$ cat src/rtl/soc_pkg.sv
// Shared SoC definitions for the JPEG stream output port: register offsets,
// STATUS bit positions, the buffered entry format and serializer states.
// Optional feature macro: JPEG_STREAM_STUFF_EN (adds the STUFF state).
package soc_pkg;

   // Register offsets inside the 16-byte window
   localparam logic [3:0] JSO_DATA   = 4'h0;
   localparam logic [3:0] JSO_RAW    = 4'h4;
   localparam logic [3:0] JSO_LAST   = 4'h8;
   localparam logic [3:0] JSO_STATUS = 4'hC;

   // STATUS register bit positions
   localparam int JSO_ST_FULL    = 0;
   localparam int JSO_ST_IDLE    = 1;
   localparam int JSO_ST_OVF     = 2;
   localparam int JSO_ST_CNT_LSB = 8;
   localparam int JSO_ST_CNT_MSB = 15;

   // One buffered word plus its end-of-image and no-stuffing flags
   typedef struct packed {
      logic        last;
      logic        raw;
      logic [31:0] data;
   } jso_entry_t;

`ifdef JPEG_STREAM_STUFF_EN
   typedef enum logic [1:0] {
      JSO_IDLE,
      JSO_SEND,
      JSO_STUFF
   } jso_state_t;
`else
   typedef enum logic [1:0] {
      JSO_IDLE,
      JSO_SEND
   } jso_state_t;
`endif

   // Picks the byte at position idx of a word, most significant byte first
   function automatic logic [7:0] jsoByteSel(input logic [31:0] word, input logic [1:0] idx);
      logic [7:0] b;
      case (idx)
         2'd0:    b = word[31:24];
         2'd1:    b = word[23:16];
         2'd2:    b = word[15:8];
         default: b = word[7:0];
      endcase
      return b;
   endfunction

endpackage

$ cat src/rtl/sync_fifo.sv
// Generic synchronous FIFO with exact occupancy count. A push into a full
// FIFO is still accepted when a pop happens on the same edge. DEPTH must be
// a power of two so the pointers wrap naturally.
module sync_fifo #(
   parameter int WIDTH = 8,
   parameter int DEPTH = 16
) (
   input  logic                       clock,
   input  logic                       reset,
   input  logic                       i_push,
   input  logic [WIDTH-1:0]           i_pushData,
   input  logic                       i_pop,
   output logic [WIDTH-1:0]           o_popData,
   output logic                       o_full,
   output logic                       o_empty,
   output logic [$clog2(DEPTH+1)-1:0] o_count
);

   localparam int AW = (DEPTH > 1) ? $clog2(DEPTH) : 1;
   localparam int CW = $clog2(DEPTH+1);

   logic [WIDTH-1:0] r_mem [DEPTH];
   logic [AW-1:0]    r_wrPtr;
   logic [AW-1:0]    r_rdPtr;
   logic [CW-1:0]    r_count;
   logic             w_doPush;
   logic             w_doPop;

   assign o_empty   = (r_count == '0);
   assign o_full    = (r_count == CW'(DEPTH));
   assign o_count   = r_count;
   assign o_popData = r_mem[r_rdPtr];
   assign w_doPop   = i_pop && !o_empty;
   assign w_doPush  = i_push && (!o_full || w_doPop);

   // Storage array; contents need no reset because the count gates every read
   always_ff @(posedge clock) begin
      if (w_doPush) begin
         r_mem[r_wrPtr] <= i_pushData;
      end
   end

   // Pointer and occupancy bookkeeping
   always_ff @(posedge clock or posedge reset) begin
      if (reset) begin
         r_wrPtr <= '0;
         r_rdPtr <= '0;
         r_count <= '0;
      end else begin
         if (w_doPush) begin
            r_wrPtr <= r_wrPtr + AW'(1);
         end
         if (w_doPop) begin
            r_rdPtr <= r_rdPtr + AW'(1);
         end
         if (w_doPush && !w_doPop) begin
            r_count <= r_count + CW'(1);
         end else if (w_doPop && !w_doPush) begin
            r_count <= r_count - CW'(1);
         end
      end
   end

endmodule

$ cat src/rtl/jpeg_stream_out.sv
// Memory-mapped JPEG bitstream output port. Words written by the core are
// buffered in a FIFO and serialized MSB-first as bytes on a valid/ready
// stream. Optional feature macro: JPEG_STREAM_STUFF_EN inserts a 0x00 after
// every 0xFF byte of non-raw words.
module jpeg_stream_out
   import soc_pkg::*;
#(
   parameter int          WIDTH    = 32,
   parameter int          DEPTH    = 16,
   parameter logic [31:0] BASEADDR = 32'hFFFF_FF00
) (
   input  logic             clock,
   input  logic             reset,
   input  logic [WIDTH-1:0] address,
   input  logic [WIDTH-1:0] wdata,
   input  logic             enw,
   output logic             hit,
   output logic [WIDTH-1:0] rdata,
   output logic [7:0]       out_data,
   output logic             out_valid,
   input  logic             out_ready,
   output logic             out_last
);

   localparam int CW = $clog2(DEPTH+1);

   logic [3:0]    w_offset;
   logic          w_wrData;
   logic          w_wrRaw;
   logic          w_wrLast;
   logic          w_wrStatus;
   logic          w_push;
   jso_entry_t    w_pushEntry;
   jso_entry_t    w_popEntry;
   logic          w_pop;
   logic          w_full;
   logic          w_empty;
   logic [CW-1:0] w_count;
   logic          w_idle;
   logic          w_handshake;
   logic          w_advance;
   logic          w_wordDone;
   logic [1:0]    w_nextIdx;

   jso_state_t    r_state;
   logic [31:0]   r_wordData;
   logic          r_wordLast;
   logic [1:0]    r_idx;
   logic [7:0]    r_outData;
   logic          r_outValid;
   logic          r_outLast;
   logic          r_overflow;

   assign w_offset    = address[3:0];
   assign hit         = (address[WIDTH-1:4] == BASEADDR[WIDTH-1:4]);
   assign w_wrData    = enw && hit && (w_offset == JSO_DATA);
   assign w_wrRaw     = enw && hit && (w_offset == JSO_RAW);
   assign w_wrLast    = enw && hit && (w_offset == JSO_LAST);
   assign w_wrStatus  = enw && hit && (w_offset == JSO_STATUS);
   assign w_push      = w_wrData || w_wrRaw || w_wrLast;

   assign w_pushEntry.last = w_wrLast;
   assign w_pushEntry.raw  = w_wrRaw || w_wrLast;
   assign w_pushEntry.data = wdata[31:0];

   sync_fifo #(
      .WIDTH ($bits(jso_entry_t)),
      .DEPTH (DEPTH)
   ) u_fifo (
      .clock      (clock),
      .reset      (reset),
      .i_push     (w_push),
      .i_pushData (w_pushEntry),
      .i_pop      (w_pop),
      .o_popData  (w_popEntry),
      .o_full     (w_full),
      .o_empty    (w_empty),
      .o_count    (w_count)
   );

   assign w_handshake = r_outValid && out_ready;
   assign w_nextIdx   = r_idx + 2'd1;

`ifdef JPEG_STREAM_STUFF_EN
   logic r_wordRaw;
   logic w_needStuff;

   assign w_needStuff = w_handshake && (r_state == JSO_SEND) && !r_wordRaw && (r_outData == 8'hFF);
   assign w_advance   = w_handshake && !w_needStuff;
`else
   logic w_unusedRaw;

   assign w_unusedRaw = w_popEntry.raw;
   assign w_advance   = w_handshake;
`endif

   assign w_wordDone = w_advance && (r_idx == 2'd3);
   assign w_pop      = !w_empty && ((r_state == JSO_IDLE) || w_wordDone);
   assign w_idle     = w_empty && (r_state == JSO_IDLE);

   // Serializer: loads words from the FIFO and steps through their bytes,
   // chaining straight into the next word so there is no bubble between them
   always_ff @(posedge clock or posedge reset) begin
      if (reset) begin
         r_state    <= JSO_IDLE;
         r_wordData <= '0;
         r_wordLast <= 1'b0;
         r_idx      <= 2'd0;
         r_outData  <= 8'h00;
         r_outValid <= 1'b0;
         r_outLast  <= 1'b0;
      end else if (r_state == JSO_IDLE) begin
         if (!w_empty) begin
            r_state    <= JSO_SEND;
            r_wordData <= w_popEntry.data;
            r_wordLast <= w_popEntry.last;
            r_idx      <= 2'd0;
            r_outData  <= w_popEntry.data[31:24];
            r_outValid <= 1'b1;
            r_outLast  <= 1'b0;
         end
      end
`ifdef JPEG_STREAM_STUFF_EN
      else if (w_needStuff) begin
         r_state   <= JSO_STUFF;
         r_outData <= 8'h00;
         r_outLast <= 1'b0;
      end
`endif
      else if (w_advance) begin
         if (r_idx == 2'd3) begin
            if (!w_empty) begin
               r_state    <= JSO_SEND;
               r_wordData <= w_popEntry.data;
               r_wordLast <= w_popEntry.last;
               r_idx      <= 2'd0;
               r_outData  <= w_popEntry.data[31:24];
               r_outValid <= 1'b1;
               r_outLast  <= 1'b0;
            end else begin
               r_state    <= JSO_IDLE;
               r_idx      <= 2'd0;
               r_outValid <= 1'b0;
               r_outLast  <= 1'b0;
            end
         end else begin
            r_state   <= JSO_SEND;
            r_idx     <= w_nextIdx;
            r_outData <= jsoByteSel(r_wordData, w_nextIdx);
            r_outLast <= r_wordLast && (w_nextIdx == 2'd3);
         end
      end
   end

`ifdef JPEG_STREAM_STUFF_EN
   // Remembers whether the word in the shift register may be stuffed
   always_ff @(posedge clock or posedge reset) begin
      if (reset) begin
         r_wordRaw <= 1'b0;
      end else if (w_pop) begin
         r_wordRaw <= w_popEntry.raw;
      end
   end
`endif

   // Sticky overflow flag: set when a word is dropped, cleared by any STATUS write
   always_ff @(posedge clock or posedge reset) begin
      if (reset) begin
         r_overflow <= 1'b0;
      end else if (w_wrStatus) begin
         r_overflow <= 1'b0;
      end else if (w_push && w_full && !w_pop) begin
         r_overflow <= 1'b1;
      end
   end

   // Read mux: only STATUS is readable, everything else in the window reads 0
   always_comb begin
      rdata = '0;
      if (hit && (w_offset == JSO_STATUS)) begin
         rdata[JSO_ST_FULL]                   = w_full;
         rdata[JSO_ST_IDLE]                   = w_idle;
         rdata[JSO_ST_OVF]                    = r_overflow;
         rdata[JSO_ST_CNT_MSB:JSO_ST_CNT_LSB] = 8'(w_count);
      end
   end

   assign out_data  = r_outData;
   assign out_valid = r_outValid;
   assign out_last  = r_outLast;

endmodule

$ cat config.mk
export PLATFORM = sky130hd
export DESIGN_NAME = jpeg_stream_out
export DESIGN_NICKNAME = d
export VERILOG_FILES = /design/src/rtl/soc_pkg.sv /design/src/rtl/sync_fifo.sv /design/src/rtl/jpeg_stream_out.sv
export SDC_FILE = /design/constraint.sdc
export NUM_CORES = 1
export LEC_CHECK = 0
export BUFFER_PORTS_ARGS = -buffer_cell sky130_fd_sc_hd__clkbuf_2
export CAP_MARGIN = 30
export CORE_AREA = 2 2 206 258
export CTS_BUF_LIST = sky130_fd_sc_hd__clkbuf_4 sky130_fd_sc_hd__clkbuf_8 sky130_fd_sc_hd__clkbuf_16
export CTS_CLUSTER_SIZE = 25
export DETAILED_ROUTE_END_ITERATION = 6
export DIE_AREA = 0 0 208 260
export GPL_TIMING_DRIVEN = 0
export HOLD_SLACK_MARGIN = 0.05
export SLEW_MARGIN = 20
export SYNTH_ARGS = -nofsm -noshare
export SYNTH_HDL_FRONTEND = slang
export SYNTH_SLANG_ARGS = --single-unit
export TNS_END_PERCENT = 10
$ cat constraint.sdc
create_clock -name clock -period 3.1 [get_ports clock]
set_input_delay 0.155 -clock clock [delete_from_list [all_inputs] [get_ports clock]]
set_output_delay 0.155 -clock clock [all_outputs]
set_load 0.01 [all_outputs]
==> flow_summary.yaml, run 1 <==
timing:
  setup_viol: 0
  rsz0062_at_grt: "false"
  timing.final.crit_share: 0.944
  setup_ws_ns: 0.173
  slew_headroom: 0.337
  hold_viol_final: 0
  whs_ns: 0.235
  skew_ns: 0.0178
  drv_slew: 0
  tightest_slew_ns: 0.995
  fmax_mhz: 342
  period_minus_slack_ns: 2.93
synthesis:
  synthArstFlopShare: 0.102
  synth_area_leader_cell: "edfxtp_1"
  syn_area_um2: 23000
  ys_warn_count: 0
  synth-seq-area-share: 0.755
  synth_top_area_frac: 0.690
  synthTopCellsByArea: "edfxtp_1, mux4_2, dfrtp_1, o22ai_1, mux2_2"
  synth.avg_cell_area_um2: 20.7
  synth_seq_cells: 588
  synth_edf_count: 528
  ys.flop_type: "edfxtp_1"
  ys_types: 49
  syn_inst: 1112
hold_path:
  hp-class: "input pin to flop"
setup_path:
  path_cells: "ha_2 > nand3_1 > a41oi_1 > and4_1 > buf_6 > nand2_1 > nor2_4 > buf_12"
  r2r_setup_slack_ns: 0.17
  critPathLaunchType: "flop"
  cp.required_ns: 3.38
  crit_type: "flop to flop"
  crit_path_max_incr_delay_ns: 0.67
  slowest_stage: "nor2_4"
  endpoint_kind: "flop"
  crit_fanout: 18
  crit_arrival_ns: 3.21
place:
  place.gp.congestion: 0.791
  dp_hpwl_um: 36600
  port_buffers: 86
  place_ws_ns: -0.205
  dp_cells: 1923
clock_network:
  path_clk_slew_ns: 0.07
  cts-root-buf: "clkbuf_16"
  clock-sinks: 588
  clk_latency_ns: 0.60
  cts_htree_levels: 2
  cts_tree: "built"
  cts_buffers: 54
  clk_path_buf_depth: 3
pwr:
  p_leak_uw: 0.00915
  ir_drop_mv: 0.413
  power_density_nw_per_um2: 777
route:
  wl_per_cell_um: 26.7
  routed_wl_um: 55100
  routed-via-count: 11700
  ant_nets: 0
  wl_met1_um: 22400
  wl_met2_um: 28400
  dr_wl_met3_um: 2760
  viasPerCell: 5.68
  dr.first_iter.drc_count: 1102
  first_pass_iters: 5
  highest_layer: "met5"
  drc: 0
floorplan:
  start_util: 0.447
  die_h_um: 260
  ios: 111
  die_area_um2: 54100
  row_count: 93
  core_area_um2: 51400
  die_w_um: 208
global_routing:
  antenna_found_initial: 1
  track_usage: 0.207
  grt_overflow: 0
  grt_first_pass_wirelength_um: 81900
  grt_pass1_vias: 12300
  grt_max_degree: 52
cells_and_area:
  fill_cells: 4023
  area_growth_pct: 19.9
  n_antenna_cell: 0
  instances_no_fill: 2067
  drive_gt1_frac: 0.335
  final_nets: 1440
run:
  maxCapViolations: 0
run_status:
  status: "finished, final reports clean"
==> state kept, by name, indices dropped and copies added (netlist names) <==
signal	flops
out_last	1
u_fifo.o_count	5
r_overflow	1
r_wordLast	1
out_valid	1
out_data	8
u_fifo.r_rdPtr	4
u_fifo.r_mem	528
r_state	1
r_idx	2
u_fifo.r_wrPtr	4
r_wordData	32
==> layout by cell type, fill, tap and decap left out, drive strengths merged, types with 3 or more instances in the layout <==
cell type	netlist	routed
a21o	10	10
o21ai	12	12
clkinv	0	19
clkbuf	29	184
xnor2	9	9
nand2	36	36
nand4	7	7
mux2i	17	17
nand2b	4	4
mux2	27	27
o22ai	58	58
inv	13	16
a221o	8	8
dlygate4sd3	0	37
edfxtp	528	528
bufinv	0	7
mux4	132	132
nor3	7	7
clkinvlp	0	3
nor2	22	22
a222oi	8	8
buf	58	101
a21oi	28	28
and2	4	4
ha	14	14
conb	1	24
dfrtp	60	60
==> Yosys cell counts, drive strengths merged (2+ instances only) <==
master and n:
buf 58, edfxtp 528, a222oi 8, inv 13, a21o 10, a221o 8
nor4 2, nor2b 2, mux2 27, nor3 7, nor2 22, ha 14
nand2b 4, dfrtp 60, a21oi 28, a31oi 2, nand3 2, mux4 132
mux2i 17, xnor2 9, nand4 7, nand2 36, o22ai 58, and2 4
o21ai 12, clkbuf 29
==> power breakdown <==
group / switching [µW] / internal [µW] / total [µW] / leakage, µW
logic: 2690 / 2420 / 5110 / 0.00282
registers: 381 / 8960 / 9340 / 0.00541
clock network: 2900 / 4050 / 6950 / 0.000931
==> cell families (layout without fill, tap and decap cells) <==
group,count (synthesis),in the layout,synth area share
other cells,1,24,0.000163
fa+ha+maj,15,15,0.00850
buf+inv,100,367,0.0234
xor+xnor,10,10,0.00414
mux,176,176,0.150
flops,588,588,0.755
compound gates,131,131,0.0370
simple gates,91,91,0.0214
==> layer usage <==
metal,global-route usage,vias to the layer above
met3,0.0290,90
li1,-,5028
met1,0.269,6199
met5,0,-
met2,0.365,413
met4,0.0617,2
==> final cells by class <==
class / instances / area, µm² / share of cell area
timing repair buffer: 166 / 1640 / 0.0595
tap: 665 / 832 / 0.0302
clock buffer: 69 / 1510 / 0.0549
buffer: 87 / 498 / 0.0181
multi-input combinational: 447 / 5290 / 0.192
clock inverter: 32 / 359 / 0.0130
inverter: 13 / 51.3 / 0.00186
sequential: 588 / 17400 / 0.630
==> critical path, delay by kind of cell, from the launching register on <==
family	cells	cell delay [ns]
AO/OA/AOI/OAI	1	0.24
adder cells (fa/ha/maj)	1	0.21
buffers and inverters	2	0.42
flip-flops	1	0.42
AND/OR/NAND/NOR	4	1.27
==> timing repair <==
action                                 in CTS  in global routing
hold buffers                               37                  0
buffers inserted                            1                  5
endpoints found under the hold margin     575                  0
cloned                                      0                  0
gates resized for setup                     3                  6
pin swaps                                   1                  3
setup endpoints to repair                   2                 43
==> final timing paths <==
| check | to | cells after the start | from |
|---|---|---|---|
| setup / recovery | u_fifo.r_mem[10][2] | 8 | r_idx[0] |
| hold / removal | u_fifo.r_wrPtr[0] | 6 | address[15] |
| setup reg to reg | u_fifo.r_mem[10][2] | 8 | r_idx[0] |
| hold reg to reg | r_wordData[26] | 1 | r_wordData[26] |
| max in group asynchronous | r_wordData[9] | 5 | reset |
| min in group asynchronous | u_fifo.r_wrPtr[2] | 4 | reset |
==> through the flow <==
| step | utilization | setup TNS [ns] | cell area, µm² | total power, µW |
|---|---|---|---|---|
| final | 0.536 | 0 | 27500 | 21400 |
| after global routing | 0.536 | 0 | 27500 | 22200 |
| after CTS | 0.535 | 0 | 27500 | 21600 |
| after detailed placement | 0.491 | -0.264 | 25200 | 14600 |
| after global placement | 0.473 | -1141.78 | 24300 | 14500 |
| after floorplan | - | -36.97 | 23100 | 12900 |
No activity file was read; power rests on OpenSTA's default activity.
==> run 2, diff against run 1 <==
- ABC_AREA: not set -> 1
- CORE_AREA: 2 2 206 258 -> 2 2 212 266
- DIE_AREA: 0 0 208 260 -> 0 0 214 268
==> run 2 against run 1 <==
Compared with the run above: the run now ends with design-rule violations left; worst hold slack got worse by 0.18 ns; clock power fell by 1%; largest power group unchanged; via count grew 42%; sequential power decreased by 7.6%; non-clock buffer count up 41; power down 26%; global-route usage is 3.1 points higher.
==> flow_summary.yaml, run 2 <==
synthesis:
  synth_top_area_frac: 0.651
  syn_inst: 2072
  ys_warn_count: 0
  synth.avg_cell_area_um2: 11.8
  synth_area_leader_cell: "edfxtp_1"
  ys_types: 33
  synth-seq-area-share: 0.713
  ys.flop_type: "edfxtp_1"
  synthTopCellsByArea: "edfxtp_1, nand2_1, dfrtp_1, nor2_1, o21ai_0"
  syn_area_um2: 24300
  synth_edf_count: 528
  yosysMostFrequentCell: "edfxtp_1"
  yosys-top-cells-count: "edfxtp_1, nand2_1, nor2_1"
  synth_seq_cells: 588
  synthArstFlopShare: 0.102
timing:
  setup_ws_ns: 0.213
  slew_headroom: 0.439
  tightest_slew_ns: 0.842
  fmax_mhz: 346
  tns_ns: 0
  setup_viol: 0
  skew_ns: 0.0247
  rsz0062_at_grt: "false"
  drv_slew: 0
  hold_viol_final: 0
  period_minus_slack_ns: 2.89
  timing.final.crit_share: 0.931
  whs_ns: 0.0560
place:
  dp_hpwl_um: 46700
  place_ws_ns: -0.0486
  port_buffers: 86
  place.gp.congestion: 0.879
clock_network:
  cts_buffers: 56
  cts_setup_buffers: 0
  clock-sinks: 588
  cts-root-buf: "clkbuf_16"
  cts_htree_levels: 2
  path_clk_slew_ns: 0.07
  clk_path_buf_depth: 3
  clk_latency_ns: 0.61
  cts_tree: "built"
route:
  ant_nets: 0
  wl_per_cell_um: 22.0
  dr.first_iter.drc_count: 1419
  first_pass_iters: 7
  routed-via-count: 16600
  viasPerCell: 5.40
  drc: 6
  routed_wl_um: 67900
setup_path:
  endpoint_kind: "flop"
  startpoint: "r_idx[0]"
  crit_fanout: 19
  crit_arrival_ns: 3.38
  cp.required_ns: 3.59
  crit_family: "adder cells"
  crit_buf_inv: 2
  crit_path_max_incr_delay_ns: 0.43
  path_cells: "ha_1 > nor2_4 > nor2_2 > nand2_1 > buf_6 > ha_1 > inv_1 > fa_1 > a21oi_1 > nor2_1 > o21ai_0 > nand3_1 > xor2_1"
  rr_startpoint: "r_idx[0]"
  cpMostUsedCell: "ha_1"
  critPathLaunchType: "flop"
  crit_type: "flop to flop"
  slowest_stage: "dfrtp_1"
floorplan:
  row_count: 96
  die_area_um2: 57400
  die_h_um: 268
  core_area_um2: 54700
  ios: 111
  die_w_um: 214
  start_util: 0.445
cells_and_area:
  top_register: "u_fifo.r_mem"
  area_growth_pct: 17.9
  drive_gt1_frac: 0.133
  final_cell_mix: "edfxtp_1, nand2_1, nor2_1, o21ai_0, nand3_1"
  layout_commonest_cell: "edfxtp_1"
  final_nets: 2384
  largest_reg_flops: 528
global_routing:
  grt_max_degree: 59
  grt_overflow: 0
  grt_pass1_vias: 16400
  antenna_found_initial: 3
  grt_first_pass_wirelength_um: 102000
  track_usage: 0.238
run_status:
  status: "finished with violations"
  violations: "design-rule violations"
hold_path:
  min_from: "wdata[27]"
  hp-class: "input pin to flop"
pwr:
  power_density_nw_per_um2: 549
  ir_drop_mv: 0.405
  p_leak_uw: 0.0103
run:
  maxCapViolations: 0
run 2: cell count changes after synthesis, sizes merged, moves of 27 or more:
cell | previous run | this run
buf | 58 | 91
inv | 13 | 60
mux2 | 27 | 0
mux4 | 132 | 0
nand2 | 36 | 422
nand3 | 2 | 124
nor2 | 22 | 340
o211ai | 1 | 80
o21ai | 12 | 229
o22ai | 58 | 1
run 2: cells by family after synthesis:
family                     synth area share
and+or+nand+nor                       0.146
other                              0.000154
DFF                                   0.713
buffers and inverters                0.0439
AOI/OAI and AO/OA                    0.0861
adders and majority gates           0.00802
xor gates and xnor gates            0.00252
run 2: through the flow:
step            util  total power [µW]  cells  cell area, µm²
3_3_place_gp   0.472              9000   2916           25800
3_5_place_dp   0.484              9010   2941           26500
4_1_cts        0.525             15900   3077           28700
2_1_floorplan      -              8850   2095           24400
6_report       0.525             15800   3079           28700
5_1_grt        0.525             16200   3079           28700
run 2: final cells by class:
| type | count | area, µm² |
|---|---|---|
| Antenna cell | 2 | 5.00 |
| Buffer | 145 | 840 |
| Clock buffer | 73 | 1600 |
| Clock inverter | 26 | 246 |
| Fill cell | 4626 | 26000 |
| Inverter | 60 | 230 |
| Multi-Input combinational cell | 1301 | 6130 |
| Sequential cell | 588 | 17400 |
| Tap cell | 735 | 920 |
| Timing Repair Buffer | 149 | 1370 |
run 2: power breakdown:
part	switching, µW	leakage [µW]	total (µW)	internal (µW)
sequential	0.00000566	0.00545	8630	8630
combinational	163	0.00392	249	86.0
clock	2870	0.000926	6880	4010
total	3030	0.0103	15800	12700
run 2: path summary, 6_finish.rpt:
path,slack (ns),end,cells after the start
max,0.21,u_fifo.o_count[4],13
min reg2reg,0.48,r_wordData[15],2
max in group asynchronous,2.09,r_wordData[11],5
max reg2reg,0.21,u_fifo.o_count[4],13
min,0.06,u_fifo.r_mem[15][27],1
min in group asynchronous,0.52,u_fifo.r_wrPtr[3],4
run 2: timing repair:
action	CTS	global route
gates resized for setup	0	3
hold endpoints to repair	504	0
hold buffers	38	0
setup endpoints to repair	1	24
run 2: layer usage:
layer  wire length [µm]  share of wire  track usage  up-vias
li1                   -              -            -     7713
met1              26100           0.38        0.290     8087
met2              34100           0.50        0.417      669
met3               4420          0.065       0.0361      147
met4               3270          0.048        0.113        2
met5                 13        0.00019            0        -
==> run 3, diff against run 2 <==
- ABC_CLOCK_PERIOD_IN_PS: not set -> 3100
- RECOVER_POWER: not set -> 50
==> run 3 against run 2 <==
Compared with the run above: largest cell class unchanged; clock skew shrank 0.0026 ns; power about the same; register-to-register slack hardly changed; first-iteration DRC count down 4.7%; the flow now finishes without violations; global-route usage unchanged; sequential cell count did not move; maximum frequency up 0.17%.
==> flow_summary.yaml, run 3 (synthesized netlist as in run 2, its figures left out) <==
timing:
  fmax_mhz: 347
  setup_viol: 0
  setup_ws_ns: 0.218
  skew_ns: 0.0222
  period_minus_slack_ns: 2.88
  tightest_slew_ns: 1.46
  drv_slew: 0
  slew_headroom: 0.0280
  timing.final.crit_share: 0.930
  hold_viol_final: 0
  rsz0062_at_grt: "false"
clock_network:
  cts_buffers: 56
  cts_tree: "built"
  path_clk_slew_ns: 0.07
  clk_path_buf_depth: 3
  cts-root-buf: "clkbuf_16"
  cts_htree_levels: 2
  clk_latency_ns: 0.61
  clock-sinks: 588
route:
  routed-via-count: 16600
  routed_wl_um: 68200
  dr.first_iter.drc_count: 1352
  viasPerCell: 5.39
  first_pass_iters: 5
  wl_per_cell_um: 22.1
  ant_nets: 0
  drc: 0
hold_path:
  hold_depth: 7
  hp-class: "input pin to flop"
floorplan:
  die_h_um: 268
  die_w_um: 214
  die_area_um2: 57400
  core_area_um2: 54700
  row_count: 96
  start_util: 0.445
  ios: 111
cells_and_area:
  final_cell_mix: "edfxtp_1, nand2_1, nor2_1, o21ai_0, nand3_1"
  fin_util: 0.524
  area_growth_pct: 17.5
  final_nets: 2384
  design_area_um2: 28600
  drive_gt1_frac: 0.114
  top_register: "u_fifo.r_mem"
  layout_commonest_cell: "edfxtp_1"
  largest_reg_flops: 528
setup_path:
  crit_type: "flop to flop"
  cp.required_ns: 3.59
  crit_arrival_ns: 3.38
  r2r_cells: 13
  endpoint_kind: "flop"
  crit_fanout: 19
  critPathLaunchType: "flop"
pwr:
  finalPower_uw: 15800
  p_leak_uw: 0.0101
  power_density_nw_per_um2: 551
  ir_drop_mv: 0.404
global_routing:
  antenna_found_initial: 3
  grt_pass1_vias: 16400
  track_usage: 0.238
  grt_max_degree: 59
  grt_first_pass_wirelength_um: 102000
  grt_overflow: 0
place:
  place.gp.congestion: 0.879
  place_ws_ns: -0.0486
  dpl-instance-area_um2: 26500
  port_buffers: 86
  dp_hpwl_um: 46700
run_status:
  status: "finished, final reports clean"
run:
  maxCapViolations: 0
run 3: routing by layer:
metal	GRT usage	wire length (µm)
met5	0	13
met4	0.113	3250
met3	0.0361	4110
met2	0.417	34200
met1	0.290	26600
run 3: final timing paths:
path | endpoint | startpoint | slack, ns
min in group asynchronous | u_fifo.r_wrPtr[3] | reset | 0.51
worst min register to register | r_wordData[8] | r_wordData[8] | 0.49
max in group asynchronous | r_wordData[24] | reset | 1.00
worst max-delay path | u_fifo.o_count[4] | r_idx[1] | 0.22
worst max register to register | u_fifo.o_count[4] | r_idx[1] | 0.22
worst min-delay path | u_fifo.r_wrPtr[3] | address[2] | 0.1
run 3: timing repair:
action,CTS,global route
endpoints found under the hold margin,504,0
endpoints found under the setup margin,1,24
buffers inserted,0,0
hold buffers,38,0
resized for setup,0,3
run 3: cell type report:
| cell class | count | area (µm²) |
|---|---|---|
| fillers | 4655 | 26000 |
| flip-flops and latches | 588 | 17400 |
| multi-input cells | 1301 | 6130 |
| clock buffers | 73 | 1600 |
| repair buffers | 149 | 1300 |
| well taps | 735 | 920 |
| plain buffers | 145 | 838 |
| clock inverters | 26 | 246 |
| inverters | 60 | 229 |
| diodes | 2 | 5.00 |
run 3: worst max-delay path, cell delays in order (launching register included):
cell and delay (ns):
dfrtp_1 0.44, ha_1 0.24, nor2_4 0.25, nor2_2 0.12
nand2_1 0.13, buf_6 0.22, ha_1 0.20, inv_1 0.10
fa_1 0.42, a21oi_1 0.16, nor2_1 0.07, o21ai_0 0.15
nand3_1 0.12, xor2_1 0.15
run 3: per-stage QoR:
step / cells / setup TNS (ns) / hold WS, ns
after global routing: 3079 / 0 / 0.178
final: 3079 / 0 / 0.0969
after global placement: 2916 / -993.10 / 0.464
after floorplan: 2095 / 0 / 0.254
after CTS: 3077 / 0 / 0.0521
after detailed placement: 2941 / -0.0486 / 0.0174
run 3: power by group:
group          total [µW]  switching, µW  internal, µW
logic                 241            165          76.8
registers            8630     0.00000572          8630
clock network        6900           2880          4010
total               15800           3050         12700
